<file path="src/rtl/pcs_pkg.sv">
// Shared definitions for the TX PCS symbol scheduler and its disparity tracker.
package pcs_pkg;

  // Control symbols used to build SKP ordered sets
  localparam logic [7:0] K28_5 = 8'hBC;  // COM
  localparam logic [7:0] K28_0 = 8'h1C;  // SKP

  // Running disparity encodings
  localparam logic RD_NEG = 1'b0;
  localparam logic RD_POS = 1'b1;

  typedef enum logic [1:0] {
    StIdle,
    StData,
    StSkpCom,
    StSkpSkp
  } sched_state_e;

  // Number of ones in a 10-bit codeword
  function automatic logic [3:0] popcount10(input logic [9:0] code);
    logic [3:0] ones;
    ones = '0;
    for (int i = 0; i < 10; i++) begin
      ones = ones + {3'b000, code[i]};
    end
    return ones;
  endfunction

endpackage

</file>
<file path="src/rtl/pcs_rd_tracker.sv">
// Codeword selector and running-disparity tracker. Picks the RD-/RD+ codeword from the
// external encoder, registers it, and updates disparity from the selected code's weight.
module pcs_rd_tracker
  import pcs_pkg::*;
(
  input  logic       Bit_Rate_10,
  input  logic       Rst,
  input  logic       en,
  input  logic [9:0] data_neg,
  input  logic [9:0] data_pos,
  output logic [9:0] Data_10,
  output logic       rd_state,
  output logic       code_err
);

  logic [9:0] data_10_q, data_10_d;
  logic       rd_state_q, rd_state_d;
  logic       code_err_q, code_err_d;
  logic [9:0] sel_code;
  logic [3:0] ones;

  // Select codeword for current disparity and compute next disparity / error flag
  always_comb begin
    sel_code   = (rd_state_q == RD_POS) ? data_pos : data_neg;
    ones       = popcount10(sel_code);
    data_10_d  = data_10_q;
    rd_state_d = rd_state_q;
    code_err_d = 1'b0;
    if (en) begin
      data_10_d = sel_code;
      if ((ones < 4'd4) || (ones > 4'd6)) begin
        // Illegal weight: flag it and keep disparity rather than guess
        code_err_d = 1'b1;
      end else if (ones == 4'd6) begin
        rd_state_d = RD_POS;
      end else if (ones == 4'd4) begin
        rd_state_d = RD_NEG;
      end
    end
  end

  // Selection stage registers
  always_ff @(posedge Bit_Rate_10 or posedge Rst) begin
    if (Rst) begin
      data_10_q  <= '0;
      rd_state_q <= RD_NEG;
      code_err_q <= 1'b0;
    end else begin
      data_10_q  <= data_10_d;
      rd_state_q <= rd_state_d;
      code_err_q <= code_err_d;
    end
  end

  assign Data_10  = data_10_q;
  assign rd_state = rd_state_q;
  assign code_err = code_err_q;

endmodule

</file>
<file path="src/rtl/pcs_tx_symbol_scheduler.sv">
// TX PCS symbol scheduler: interleaves MAC symbols with periodic SKP ordered sets,
// feeds the external 8b/10b encoder core and tracks running disparity of its output.
module pcs_tx_symbol_scheduler
  import pcs_pkg::*;
#(
  parameter int unsigned SKP_INTERVAL = 1180,
  parameter int unsigned SKP_LEN      = 3,
  parameter logic [7:0]  IDLE_SYM     = 8'h00
) (
  input  logic       Bit_Rate_10,
  input  logic       Rst,
  input  logic       enable,
  input  logic [7:0] TXData,
  input  logic       TXDataK,
  input  logic       TXValid,
  output logic       TXReady,
  output logic [7:0] enc_data,
  output logic       enc_k,
  input  logic [9:0] data_neg,
  input  logic [9:0] data_pos,
  output logic [9:0] Data_10,
  output logic       rd_state,
  output logic       code_err,
  output logic       skp_active
);

  localparam int unsigned    CntW    = (SKP_INTERVAL > 2) ? $clog2(SKP_INTERVAL) : 1;
  localparam logic [CntW-1:0] CntLast = CntW'(SKP_INTERVAL - 1);
  localparam logic [2:0]     SkpLast = 3'(SKP_LEN - 1);

  sched_state_e    state_q, state_d;
  logic [CntW-1:0] cnt_q, cnt_d;
  logic [2:0]      skp_idx_q, skp_idx_d;
  logic [7:0]      enc_data_q, enc_data_d;
  logic            enc_k_q, enc_k_d;
  logic            skp_active_q, skp_active_d;
  logic            tx_ready;

  assign tx_ready = (state_q == StData) && enable;

  // Next-state and next-symbol selection
  always_comb begin
    state_d      = state_q;
    cnt_d        = cnt_q;
    skp_idx_d    = skp_idx_q;
    enc_data_d   = IDLE_SYM;
    enc_k_d      = 1'b0;
    skp_active_d = 1'b0;
    if (!enable) begin
      // Dropping enable abandons any SKP set in progress
      state_d   = StIdle;
      cnt_d     = '0;
      skp_idx_d = '0;
    end else begin
      unique case (state_q)
        StIdle: begin
          state_d = StData;
        end
        StData: begin
          if (TXValid && tx_ready) begin
            enc_data_d = TXData;
            enc_k_d    = TXDataK;
          end
          // Interval counts DATA cycles, not accepted symbols
          if (cnt_q == CntLast) begin
            state_d = StSkpCom;
            cnt_d   = '0;
          end else begin
            cnt_d = cnt_q + CntW'(1);
          end
        end
        StSkpCom: begin
          enc_data_d   = K28_5;
          enc_k_d      = 1'b1;
          skp_active_d = 1'b1;
          state_d      = StSkpSkp;
          skp_idx_d    = '0;
        end
        StSkpSkp: begin
          enc_data_d   = K28_0;
          enc_k_d      = 1'b1;
          skp_active_d = 1'b1;
          if (skp_idx_q == SkpLast) begin
            state_d   = StData;
            cnt_d     = '0;
            skp_idx_d = '0;
          end else begin
            skp_idx_d = skp_idx_q + 3'd1;
          end
        end
        default: begin
          state_d = StIdle;
        end
      endcase
    end
  end

  // Scheduler state and registered encoder-side outputs
  always_ff @(posedge Bit_Rate_10 or posedge Rst) begin
    if (Rst) begin
      state_q      <= StIdle;
      cnt_q        <= '0;
      skp_idx_q    <= '0;
      enc_data_q   <= IDLE_SYM;
      enc_k_q      <= 1'b0;
      skp_active_q <= 1'b0;
    end else begin
      state_q      <= state_d;
      cnt_q        <= cnt_d;
      skp_idx_q    <= skp_idx_d;
      enc_data_q   <= enc_data_d;
      enc_k_q      <= enc_k_d;
      skp_active_q <= skp_active_d;
    end
  end

  assign TXReady    = tx_ready;
  assign enc_data   = enc_data_q;
  assign enc_k      = enc_k_q;
  assign skp_active = skp_active_q;

  // Disparity only advances while the scheduler is active
  pcs_rd_tracker u_rd_tracker (
    .Bit_Rate_10 (Bit_Rate_10),
    .Rst         (Rst),
    .en          (state_q != StIdle),
    .data_neg    (data_neg),
    .data_pos    (data_pos),
    .Data_10     (Data_10),
    .rd_state    (rd_state),
    .code_err    (code_err)
  );

endmodule

</file>
<file path="config.mk">
export PLATFORM = sky130hd
export DESIGN_NAME = pcs_tx_symbol_scheduler
export DESIGN_NICKNAME = d
export VERILOG_FILES = /design/src/rtl/pcs_pkg.sv /design/src/rtl/pcs_rd_tracker.sv /design/src/rtl/pcs_tx_symbol_scheduler.sv
export SDC_FILE = /design/constraint.sdc
export NUM_CORES = 1
export LEC_CHECK = 0
export ABC_AREA = 0
export CAP_MARGIN = 20
export CORE_UTILIZATION = 44
export CTS_CLUSTER_SIZE = 10
export DETAILED_ROUTE_END_ITERATION = 6
export GPL_TIMING_DRIVEN = 0
export PLACE_DENSITY = 0.73
export SYNTH_ARGS = -nofsm -noshare
export SYNTH_HDL_FRONTEND = slang
export SYNTH_HIERARCHICAL = 1
export SYNTH_SLANG_ARGS = --single-unit
</file>
<file path="constraint.sdc">
create_clock -name Bit_Rate_10 -period 3.9 [get_ports Bit_Rate_10]
set_input_delay 0.39 -clock Bit_Rate_10 [delete_from_list [all_inputs] [get_ports Bit_Rate_10]]
set_output_delay 0.39 -clock Bit_Rate_10 [all_outputs]
set_load 0.005 [all_outputs]
</file>
==> results.md, run 1 <==
- Peak supply drop: 0.361 mV
- Final net count: around 320
- Area of placed instances: 2750 µm²
- Fmax: 268 MHz
- Initial antenna violation count: 0
- Minimum clock period: 3.73 ns
- Yosys warns: 6
- DRT Pass-1 Iters: 4
- Via/cell ratio: about 5.3
- Global-route wire length before repair: 7450 µm
- Reg clk slew, reported paths: 0.08 ns
- Initial drt markers: approximately 70
- Core Area: ~4500 µm²
- Dominant synthesized flop cell: dfrtp_1
- Worst rel slew slack: 62.3%
- GPL Wtd Cong: between 0.8 and 0.9
- Pwr Density: about 700 nW/µm²
- Total negative slack: 0 ns
- Critical path class: flop to flop
- H-tree levels: 2
- Worst path cell trace: buf_6 > mux2_4 > fa_1 > inv_1 > fa_1 > fa_1 > inv_1 > ha_2 > fa_2 > and2_1 > o21ai_2 > mux2_4
- Grt total ovfl: 0
- Final setup skew: around 0.0085 ns
- Post-synth EDFFs: 0
- Die Area: between 5000 and 6000 µm²
- CTS Buf Count: 5
- Layout cells sized above 1: about an eighth
- Via Count: about 1700
- Slew Limit Fails: 0
- GRT Resource Usage Total: roughly a fifth
- Reg2reg path depth: 12
- Crit start category: flop
- Clock Path Buffers: 2
- ANT nets after route: 0
- Sink Count: 38
- Critical Path Most Common Cell: fa_1
- CTS tree: built
- Crit end category: flop
- Required time of the worst setup path: 4.08 ns
- Tcrit/Tclk final: 95.6%
- Seq cells post-synth: 38
- Ant. Diodes: 0
- Chip width: just over 70 µm
- Row cnt: 24
- Critical path's slowest cell: fa_1
- Synthesized cell area: between 2000 and 2500 µm²
- Area delta synth->final: 36.6%
- Number of global-route vias before repair: roughly 1600
- Critical Path AT: around 4 ns
- Leakage: approximately 1.2 nW
- Gate Count Post-Synth: 200
- Sequential element share of the synthesized area: between 40 and 50%
- Clk Latency, worst-skew pair: roughly 0.29 ns
- DRC viols: 0
- Largest net degree at the start of global routing: 27
- Hold crit path type: input pin to asynchronous set/reset pin
- I/O pin cnt: 56
- Initial Util: a little under half
- Post-synthesis async set-or-reset flop share: 100%
- Max-cap violations: 0
- Most frequent cells in the layout: clkdlybuf4s50_1 (55), dfrtp_1 (38), a21oi_1 (16), inv_1 (14), nor2_1 (13)
- Total wire length: between 4000 and 5000 µm
- Syn_nets: between 200 and 250
- Synthesized area per cell: ~11 µm²
- Final Instance Area: just under 3000 µm²
- Final setup viols: 0
- Crit path largest cell delay: about 0.53 ns
- Drt wl/cell: about 14 µm
- Port Buf Inserts: 55
- CTS Root Cell: clkbuf_8
- Worst Tran Pin Value: 0.564 ns
- Final Hold Viols: 0
- Library cells used by synthesis: 40
- Most common cell after layout, fill and taps aside: clkdlybuf4s50_1
- Run status: finished clean
- Die Height: around 70 µm
- Max Fanout on Critical Path: 7
- Dpl hpwl: ~3200 µm
- RSZ-0062 raised after global routing: no
## routing by layer
metal,GRT usage [%],wire [µm],up-vias
met4,5.45,52,0
met3,5.06,249,6
met1,25.5,2100,794
met2,29.9,1970,48
met5,0,0,-
li1,-,-,840
## sequential cells by signal (all words and copies together) (netlist names)
register and count:
cnt_q 11, u_rd_tracker/Data_10 10, enc_data 8, skp_idx_q 3
state_q 2, enc_k 1, skp_active 1, u_rd_tracker/code_err 1
u_rd_tracker/rd_state 1
## kinds of logic after synthesis
logic type / Yosys count / share of synthesized area (%)
muxes: 18 / 9.14
AOI/OAI and AO/OA: 40 / 12.3
adders and majority gates: 15 / 10.9
buffers and inverters: 20 / 3.99
and+or+nand+nor: 66 / 17.9
DFF: 38 / 44.5
xor gates and xnor gates: 3 / 1.23
## area by class of cell
type | instances | area (µm²)
tap | 52 | 65.1
timing repair buffer | 60 | 608
inverter | 14 | 52.6
fill | 352 | 1590
sequential | 38 | 951
clock inverter | 2 | 12.5
clock buffer | 6 | 82.6
multi-input combinational | 142 | 1110
buffer | 6 | 32.5
## metrics by stage
stage	hold WS [ns]	std cells	utilization, %	power, W	worst slack [ns]
after floorplan	0.255	200	-	0.00137	0.0176
after global placement	0.489	307	61.1	0.00169	-0.246
after detailed placement	0.499	307	61.1	0.00171	-0.277
after CTS	0.457	319	63.9	0.00204	0.00561
after global routing	0.431	320	64.7	0.00223	0.00474
final	0.393	320	64.7	0.00203	0.172
## synth_stat cells, drive strengths merged (3+ instances only)
library cell / count / area, µm²
xnor2: 3 / 26.3
and3: 5 / 36.3
ha: 9 / 113
buf: 3 / 21.3
dfrtp: 38 / 951
nand4: 3 / 18.8
a21oi: 16 / 80.1
nor2b: 5 / 31.3
or4: 4 / 30.0
nand3: 4 / 20.0
o31ai: 4 / 30.0
clkbuf: 3 / 11.3
inv: 14 / 52.6
nor2: 13 / 48.8
mux2i: 9 / 90.1
mux2: 9 / 105
o21ai: 9 / 48.8
nand2: 12 / 45.0
fa: 6 / 120
nand2b: 6 / 37.5
a31oi: 4 / 25.0
and2: 7 / 43.8
## critical path, delay by kind of cell (launching register included)
| family | cells | cell delay (ns) |
|---|---|---|
| buffers and inverters | 3 | 0.23 |
| DFF | 1 | 0.39 |
| adders and majority gates | 5 | 2.04 |
| AOI/OAI and AO/OA | 1 | 0.15 |
| and+or+nand+nor | 1 | 0.17 |
| muxes | 2 | 0.61 |
## path summary, 6_finish.rpt
check                                                            to  slack (ns)                           startpoint
worst max-delay path              u_rd_tracker/rd_state$_DFFE_PP0P_        0.17    u_rd_tracker/rd_state$_DFFE_PP0P_
worst min-delay path                          enc_data[6]$_DFF_PP0_        0.39                                  Rst
worst max register to register    u_rd_tracker/rd_state$_DFFE_PP0P_        0.17    u_rd_tracker/rd_state$_DFFE_PP0P_
worst min register to register  u_rd_tracker/Data_10[5]$_DFFE_PP0P_        0.51  u_rd_tracker/Data_10[5]$_DFFE_PP0P_
max in group asynchronous                      cnt_q[9]$_DFFE_PP0P_        3.08                                  Rst
min in group Bit_Rate_10        u_rd_tracker/Data_10[5]$_DFFE_PP0P_        0.51  u_rd_tracker/Data_10[5]$_DFFE_PP0P_
## report_power, final
part	internal (W)	leakage, nW	switching (W)	total (W)
clock network	0.000142	0.0472	0.000140	0.000282
logic	0.000631	0.689	0.000555	0.00119
registers	0.000497	0.494	0.0000683	0.000565
total	0.00127	1.23	0.000764	0.00203
## repair_timing
| action | 4_1_cts | 5_1_grt |
|---|---|---|
| setup buffers | 4 | 0 |
| gates resized for setup | 1 | 3 |
| pin swaps | 0 | 3 |
| hold buffers | 0 | 0 |
| endpoints found under the setup margin | 2 | 2 |
Power figures use the tool's default switching activity.
==> inputs of run 2 (changes only) <==
--- a/config.mk
+++ b/config.mk
@@ -14,5 +14,5 @@
 export PLACE_DENSITY = 0.73
 export SYNTH_ARGS = -nofsm -noshare
 export SYNTH_HDL_FRONTEND = slang
-export SYNTH_HIERARCHICAL = 1
 export SYNTH_SLANG_ARGS = --single-unit
+export TNS_END_PERCENT = 30
==> results.md, run 2 <==
- Synthesized cell area: 2130 µm²
- Layout cells sized above 1: under 10%
- Clk Latency, worst-skew pair: 0.29 ns
- Pwr Density: 674 nW/µm²
- Hold WS: 0.516 ns
- Global-route wire length before repair: 7360 µm
- Post-synthesis async set-or-reset flop share: 100%
- Total wire length: around 4300 µm
- Drt wl/cell: ~13 µm
- Max-cap violations: 0
- Top cells by area, synth: dfrtp_1 (45%), mux2i_1 (8.0%), ha_1 (6.5%)
- Final WS setup: -0.00579 ns
- Via Count: between 1500 and 2000
- GPL Wtd Cong: ~0.76
- Dominant synthesized flop cell: dfrtp_1
- Largest Register: cnt_q
- Hold wc startpoint: u_rd_tracker.Data_10[0]$_DFFE_PP0P_
- ANT nets after route: 0
- Clock Path Buffers: 2
- Hold Path Depth: 1
- Most frequent cells in the layout: clkdlybuf4s50_1 (55), dfrtp_1 (38), inv_1 (18), mux2i_1 (17), nand2_1 (14)
- Worst rel slew slack: 46.5%
- Synth Area in XOR/XNOR: less than 1%
- Initial antenna violation count: 0
- Syn_nets: about 250
- Dpl hpwl: 3120 µm
- H-tree levels: 2
- Total Power: ~0.0020 W
- Seq cells post-synth: 38
- Final setup viols: 1
- Final Non-Filler Cells: 321
- Gate Count Post-Synth: between 200 and 250
- Critical Path AT: ~4 ns
- DRT Pass-1 Iters: 4
- Hold path endpoint: u_rd_tracker.Data_10[0]$_DFFE_PP0P_
- Synth Area in Compound Gates: a little over a tenth
- RSZ-0062 raised after global routing: yes
- Tcrit/Tclk final: 100%
- Run status: finished, violations left
- Final setup skew: ~0.0066 ns
- # fillers: 373
- Most common cell after layout, fill and taps aside: clkdlybuf4s50_1
- Synth area leader: dfrtp_1
- Crit start category: flop
- Fmax: 256 MHz
- Die Height: between 70 and 80 µm
- Placed Cells: ~310
- Max Fanout on Critical Path: 2
- Sink Count: 38
- Simple-gate area share of the yosys netlist: 17.8%
- CTS Root Cell: clkbuf_8
- Post-synth EDFFs: 0
- Largest net degree at the start of global routing: 39
- Adder-Cell Fraction of Synth Area: between 10% and 20%
- Critical path class: flop to flop
- Peak supply drop: ~0.37 mV
- Post-synthesis mux area share: between 10% and 20%
- Hold crit path type: flop to flop
- DRC viols: 0
- Worst reg2reg path startpoint: u_rd_tracker.rd_state$_DFFE_PP0P_
- CTS tree: built
- Area of placed instances: 2760 µm²
- Top-count cell post-synth: dfrtp_1
- Grt total ovfl: 0
- Final Hold Viols: 0
- R2R Path End: u_rd_tracker.code_err$_DFF_PP0_
- Slew Limit Fails: 0
- GRT Resource Usage Total: between 10% and 20%
- Synthesized area per cell: roughly 10 µm²
- Max reg flops: 11
- Leakage: 1.27 nW
- Reg2reg path depth: 12
- Yosys warns: 0
- Core Area: between 4000 and 5000 µm²
- Via/cell ratio: about 5.3
- Ant. Diodes: 0
- Failing checks: negative setup slack
- Main combinational cell family by area after synthesis: simple AND/OR/NAND/NOR gates
- Final Instance Area: between 2000 and 3000 µm²
- Synth top area share: approximately 45%
- I/O pin cnt: between 50 and 60
- Minimum clock period: a little under 4 ns
- Die Area: between 5000 and 6000 µm²
- Sequential element share of the synthesized area: about 45%
- Chip width: roughly 70 µm
- Library cells used by synthesis: 41
- Required time of the worst setup path: around 4.1 ns
- CTS Buf Count: 5
- Post-CTS Hold Fix Bufs: 0
- Worst Tran Pin Value: 0.802 ns
- Crit end category: flop
- Setup slack, reg-to-reg: -0.006 ns
- Initial Util: 47.4%
- Port Buf Inserts: 55
- Most frequent cells after synthesis: dfrtp_1 (38), inv_1 (20), mux2i_1 (17), nand2_1 (14)
- Initial drt markers: 131
- Post-place setup slack: -0.332 ns
- Reg clk slew, reported paths: roughly 0.07 ns
- Number of global-route vias before repair: between 1500 and 2000
- Area delta synth->final: 36.4%
- Row cnt: 24
- Final net count: around 320
-- run 2: cell types whose count changed after synthesis, moves of 4 or more --
| cell | previous run | this run |
|---|---|---|
| a21oi_1 | 16 | 11 |
| nor2_1 | 13 | 8 |
| inv_1 | 14 | 20 |
| and2_1 | 7 | 3 |
| or3_1 | 1 | 5 |
| mux2_2 | 8 | 4 |
| mux2i_1 | 9 | 17 |
-- run 2: metal layers --
| layer | up-vias | wire length, µm | track usage [%] | part of all wire (%) |
|---|---|---|---|---|
| li1 | 843 | - | - | - |
| met1 | 793 | 2000 | 23.9 | 46 |
| met2 | 49 | 2070 | 29.7 | 48 |
| met3 | 5 | 169 | 4.64 | 3.9 |
| met4 | 0 | 66 | 7.84 | 1.5 |
| met5 | - | 0 | 0 | 0 |
-- run 2: metrics by stage --
stage                     TNS (ns)  util [%]
after floorplan                  0         -
after global routing        -0.169      64.6
after global placement      -0.520      61.3
after detailed placement    -0.622      61.3
final                     -0.00579      64.6
after CTS                 -0.00296      64.1
-- run 2: worst max path at each step --
stage | endpoint | slack, ns | start | depth (start not counted)
CTS | u_rd_tracker.code_err$_DFF_PP0_ | -0.003 | u_rd_tracker.rd_state$_DFFE_PP0P_ | 13
global placement | u_rd_tracker.code_err$_DFF_PP0_ | -0.26 | data_pos[0] | 12
floorplan | u_rd_tracker.rd_state$_DFFE_PP0P_ | 0.01 | u_rd_tracker.rd_state$_DFFE_PP0P_ | 13
detailed placement | u_rd_tracker.rd_state$_DFFE_PP0P_ | -0.33 | data_pos[0] | 13
finish | u_rd_tracker.code_err$_DFF_PP0_ | -0.006 | u_rd_tracker.rd_state$_DFFE_PP0P_ | 12
global route | u_rd_tracker.code_err$_DFF_PP0_ | -0.13 | u_rd_tracker.rd_state$_DFFE_PP0P_ | 12
-- run 2: what timing repair did --
action / in CTS / in global routing
setup endpoints to repair: 2 / 2
setup buffers: 2 / 0
gates cloned: 0 / 0
pin swaps: 0 / 2
endpoints found under the hold margin: 0 / 0
resized for setup: 3 / 5
-- run 2: cell families after synthesis --
kind of cell	Yosys count
and+or+nand+nor	66
DFF	38
AOI/OAI and AO/OA	35
buffers and inverters	26
muxes	21
adders and majority gates	17
xor gates and xnor gates	1
-- run 2: layout make-up --
| type | instances | area [µm²] | share of cell area, % |
|---|---|---|---|
| flip-flops and latches | 38 | 951 | 32.7 |
| well taps | 52 | 65.1 | 2.24 |
| inverters | 20 | 75.1 | 2.58 |
| multi-input cells | 140 | 1110 | 38.2 |
| repair buffers | 57 | 566 | 19.4 |
| clock inverters | 3 | 40.0 | 1.38 |
| plain buffers | 6 | 33.8 | 1.16 |
| clock buffers | 5 | 68.8 | 2.36 |
-- run 2: critical path: stages, from the launching register on --
cell and delay [ns]:
dfrtp_1 0.40, buf_4 0.15, mux2_4 0.32, ha_4 0.27, inv_2 0.03, fa_1 0.47, fa_1 0.53, fa_1 0.44
fa_2 0.37, fa_2 0.54, nor2_1 0.04, nor3_1 0.16, nor2_1 0.06
-- run 2: power breakdown --
group | switching, W | internal (W) | total (W)
combinational | 0.000497 | 0.000570 | 0.00107
clock | 0.000142 | 0.000188 | 0.000330
sequential | 0.0000654 | 0.000498 | 0.000563
==> inputs of run 3 (changes only) <==
--- a/config.mk
+++ b/config.mk
@@ -7,11 +7,11 @@
 export LEC_CHECK = 0
 export ABC_AREA = 0
 export CAP_MARGIN = 20
-export CORE_UTILIZATION = 44
+export CORE_UTILIZATION = 52
 export CTS_CLUSTER_SIZE = 10
 export DETAILED_ROUTE_END_ITERATION = 6
 export GPL_TIMING_DRIVEN = 0
-export PLACE_DENSITY = 0.73
+export PLACE_DENSITY = 0.82
 export SYNTH_ARGS = -nofsm -noshare
 export SYNTH_HDL_FRONTEND = slang
 export SYNTH_SLANG_ARGS = --single-unit
==> constraint.sdc (replaced) <==
create_clock -name Bit_Rate_10 -period 4.75 [get_ports Bit_Rate_10]
set_input_delay 0.475 -clock Bit_Rate_10 [delete_from_list [all_inputs] [get_ports Bit_Rate_10]]
set_output_delay 0.475 -clock Bit_Rate_10 [all_outputs]
set_load 0.005 [all_outputs]
==> results.md, run 3 (synthesis results as in run 2) <==
- Run status: finished clean
- ANT nets after route: 0
- Post-CTS Hold Fix Bufs: 0
- Final Non-Filler Cells: approximately 320
- Fmax: around 230 MHz
- Final net count: between 300 and 400
- Total wire length: roughly 4200 µm
- RSZ-0062 raised after global routing: no
- Largest net degree at the start of global routing: 39
- Worst path cell trace: clkbuf_1 > mux2_2 > ha_1 > inv_1 > fa_1 > fa_1 > fa_1 > fa_1 > fa_1 > nor2b_1 > a31oi_1 > o21ai_0 > o31ai_1
- Worst Tran Pin Value: between 0.7 and 0.8 ns
- Final Instance Area: between 2000 and 3000 µm²
- Drt wl/cell: 13.5 µm
- Minimum clock period: about 4.4 ns
- CTS resizes: 0
- Area of placed instances: between 2000 and 3000 µm²
- Global-route wire length before repair: ~7400 µm
- Most frequent cells in the layout: clkdlybuf4s50_1 (55), dfrtp_1 (38), inv_1 (19), mux2i_1 (17), nand2_1 (14)
- Area delta synth->final: 32.9%
- CTS Buf Count: 5
- Required time of the worst setup path: ~5 ns
- Port Buf Inserts: 55
- Initial antenna violation count: 0
- Tcrit/Tclk final: 93.2%
- Critical Path AT: ~4.6 ns
- I/O pin cnt: 56
- Clk Latency, worst-skew pair: 0.29 ns
- Pwr Density: approximately 530 nW/µm²
- Total Power: between 0.001 and 0.0015 W
- GPL Wtd Cong: 0.820
- Die Area: between 4000 and 5000 µm²
- Sink Count: 38
- Max Fanout on Critical Path: 10
- Final Hold Viols: 0
- Row cnt: 22
- Final setup viols: 0
- CTS tree: built
- Number of global-route vias before repair: 1736
- Chip width: 66.1 µm
- Crit path largest cell delay: between 0.5 and 0.6 ns
- Hold crit path type: flop to flop
- Peak supply drop: approximately 0.42 mV
- Placed Cells: roughly 300
- Crit start category: flop
- CTS Root Cell: clkbuf_8
- Grt total ovfl: 0
- Crit end category: flop
- Critical path class: flop to flop
- Critical Path Most Common Cell: fa_1
- DRT Pass-1 Iters: 4
- Worst rel slew slack: 49.7%
- Max reg flops: 11
- Via/cell ratio: roughly 5.5
- H-tree levels: 2
- Leakage: between 1 and 1.5 nW
- Slew Limit Fails: 0
- Largest Register: cnt_q
- Core Area: 3800 µm²
- Layout cells sized above 1: under 10%
- # fillers: ~300
- DRC viols: 0
- Initial drt markers: 108
- Initial Util: between 50% and 60%
- GRT Resource Usage Total: between 20% and 30%
- Reg clk slew, reported paths: around 0.07 ns
- Die Height: ~66 µm
- Total negative slack: 0 ns
- Post-CTS Setup Bufs: 0
- Ant. Diodes: 0
- Most common cell after layout, fill and taps aside: clkdlybuf4s50_1
- Max-cap violations: 0
- Final setup skew: between 0.01 and 0.015 ns
- Clock Path Buffers: 2
- Critical path's slowest cell: fa_1
- Dpl hpwl: 3270 µm
- Via Count: roughly 1700
- Hold WS: around 0.5 ns
## run 3: metal layers
layer | GRT usage, % | part of all wire (%)
met1 | 26.3 | 42
met2 | 38.8 | 50
met3 | 4.66 | 5.7
met4 | 9.04 | 1.8
met5 | 0 | 0
## run 3: through the flow
| stage | utilization (%) | setup slack (ns) |
|---|---|---|
| after floorplan | - | 0.585 |
| after global placement | 72.2 | 0.319 |
| after detailed placement | 72.2 | 0.321 |
| after CTS | 74.6 | 0.290 |
| after global routing | 74.6 | 0.0801 |
| final | 74.6 | 0.322 |
## run 3: worst paths after layout
kind	depth (start not counted)	from	end	slack, ns
max reg2reg	13	u_rd_tracker.rd_state$_DFFE_PP0P_	u_rd_tracker.rd_state$_DFFE_PP0P_	0.32
max	13	u_rd_tracker.rd_state$_DFFE_PP0P_	u_rd_tracker.rd_state$_DFFE_PP0P_	0.32
max in group asynchronous	2	Rst	state_q[0]$_DFFE_PP0P_	3.63
min in group asynchronous	2	Rst	cnt_q[8]$_DFFE_PP0P_	0.64
min reg2reg	1	u_rd_tracker.Data_10[0]$_DFFE_PP0P_	u_rd_tracker.Data_10[0]$_DFFE_PP0P_	0.51
min	1	u_rd_tracker.Data_10[0]$_DFFE_PP0P_	u_rd_tracker.Data_10[0]$_DFFE_PP0P_	0.51
## run 3: worst max-delay path, delay by kind of cell (launching register included)
kind / cells / cell delay, ns
multiplexers: 1 / 0.42
flip-flops: 1 / 0.38
AO/OA/AOI/OAI: 3 / 0.34
adder cells (fa/ha/maj): 6 / 2.47
AND/OR/NAND/NOR: 1 / 0.12
buffers and inverters: 2 / 0.58
## run 3: report_power, final
group,switching (W),internal [W],total (W)
Combinational,0.000383,0.000418,0.000801
Clock,0.000109,0.000117,0.000226
Sequential,0.0000572,0.000409,0.000466
Total,0.000549,0.000943,0.00149
## run 3: layout make-up
type / instances / area, µm² / share of cell area (%)
repair buffers: 55 / 551 / 19.4
clock inverters: 1 / 5.00 / 0.177
clock buffers: 7 / 86.3 / 3.05
flip-flops and latches: 38 / 951 / 33.5
well taps: 48 / 60.1 / 2.12
plain buffers: 6 / 23.8 / 0.838
inverters: 20 / 75.1 / 2.65
multi-input cells: 140 / 1080 / 38.2
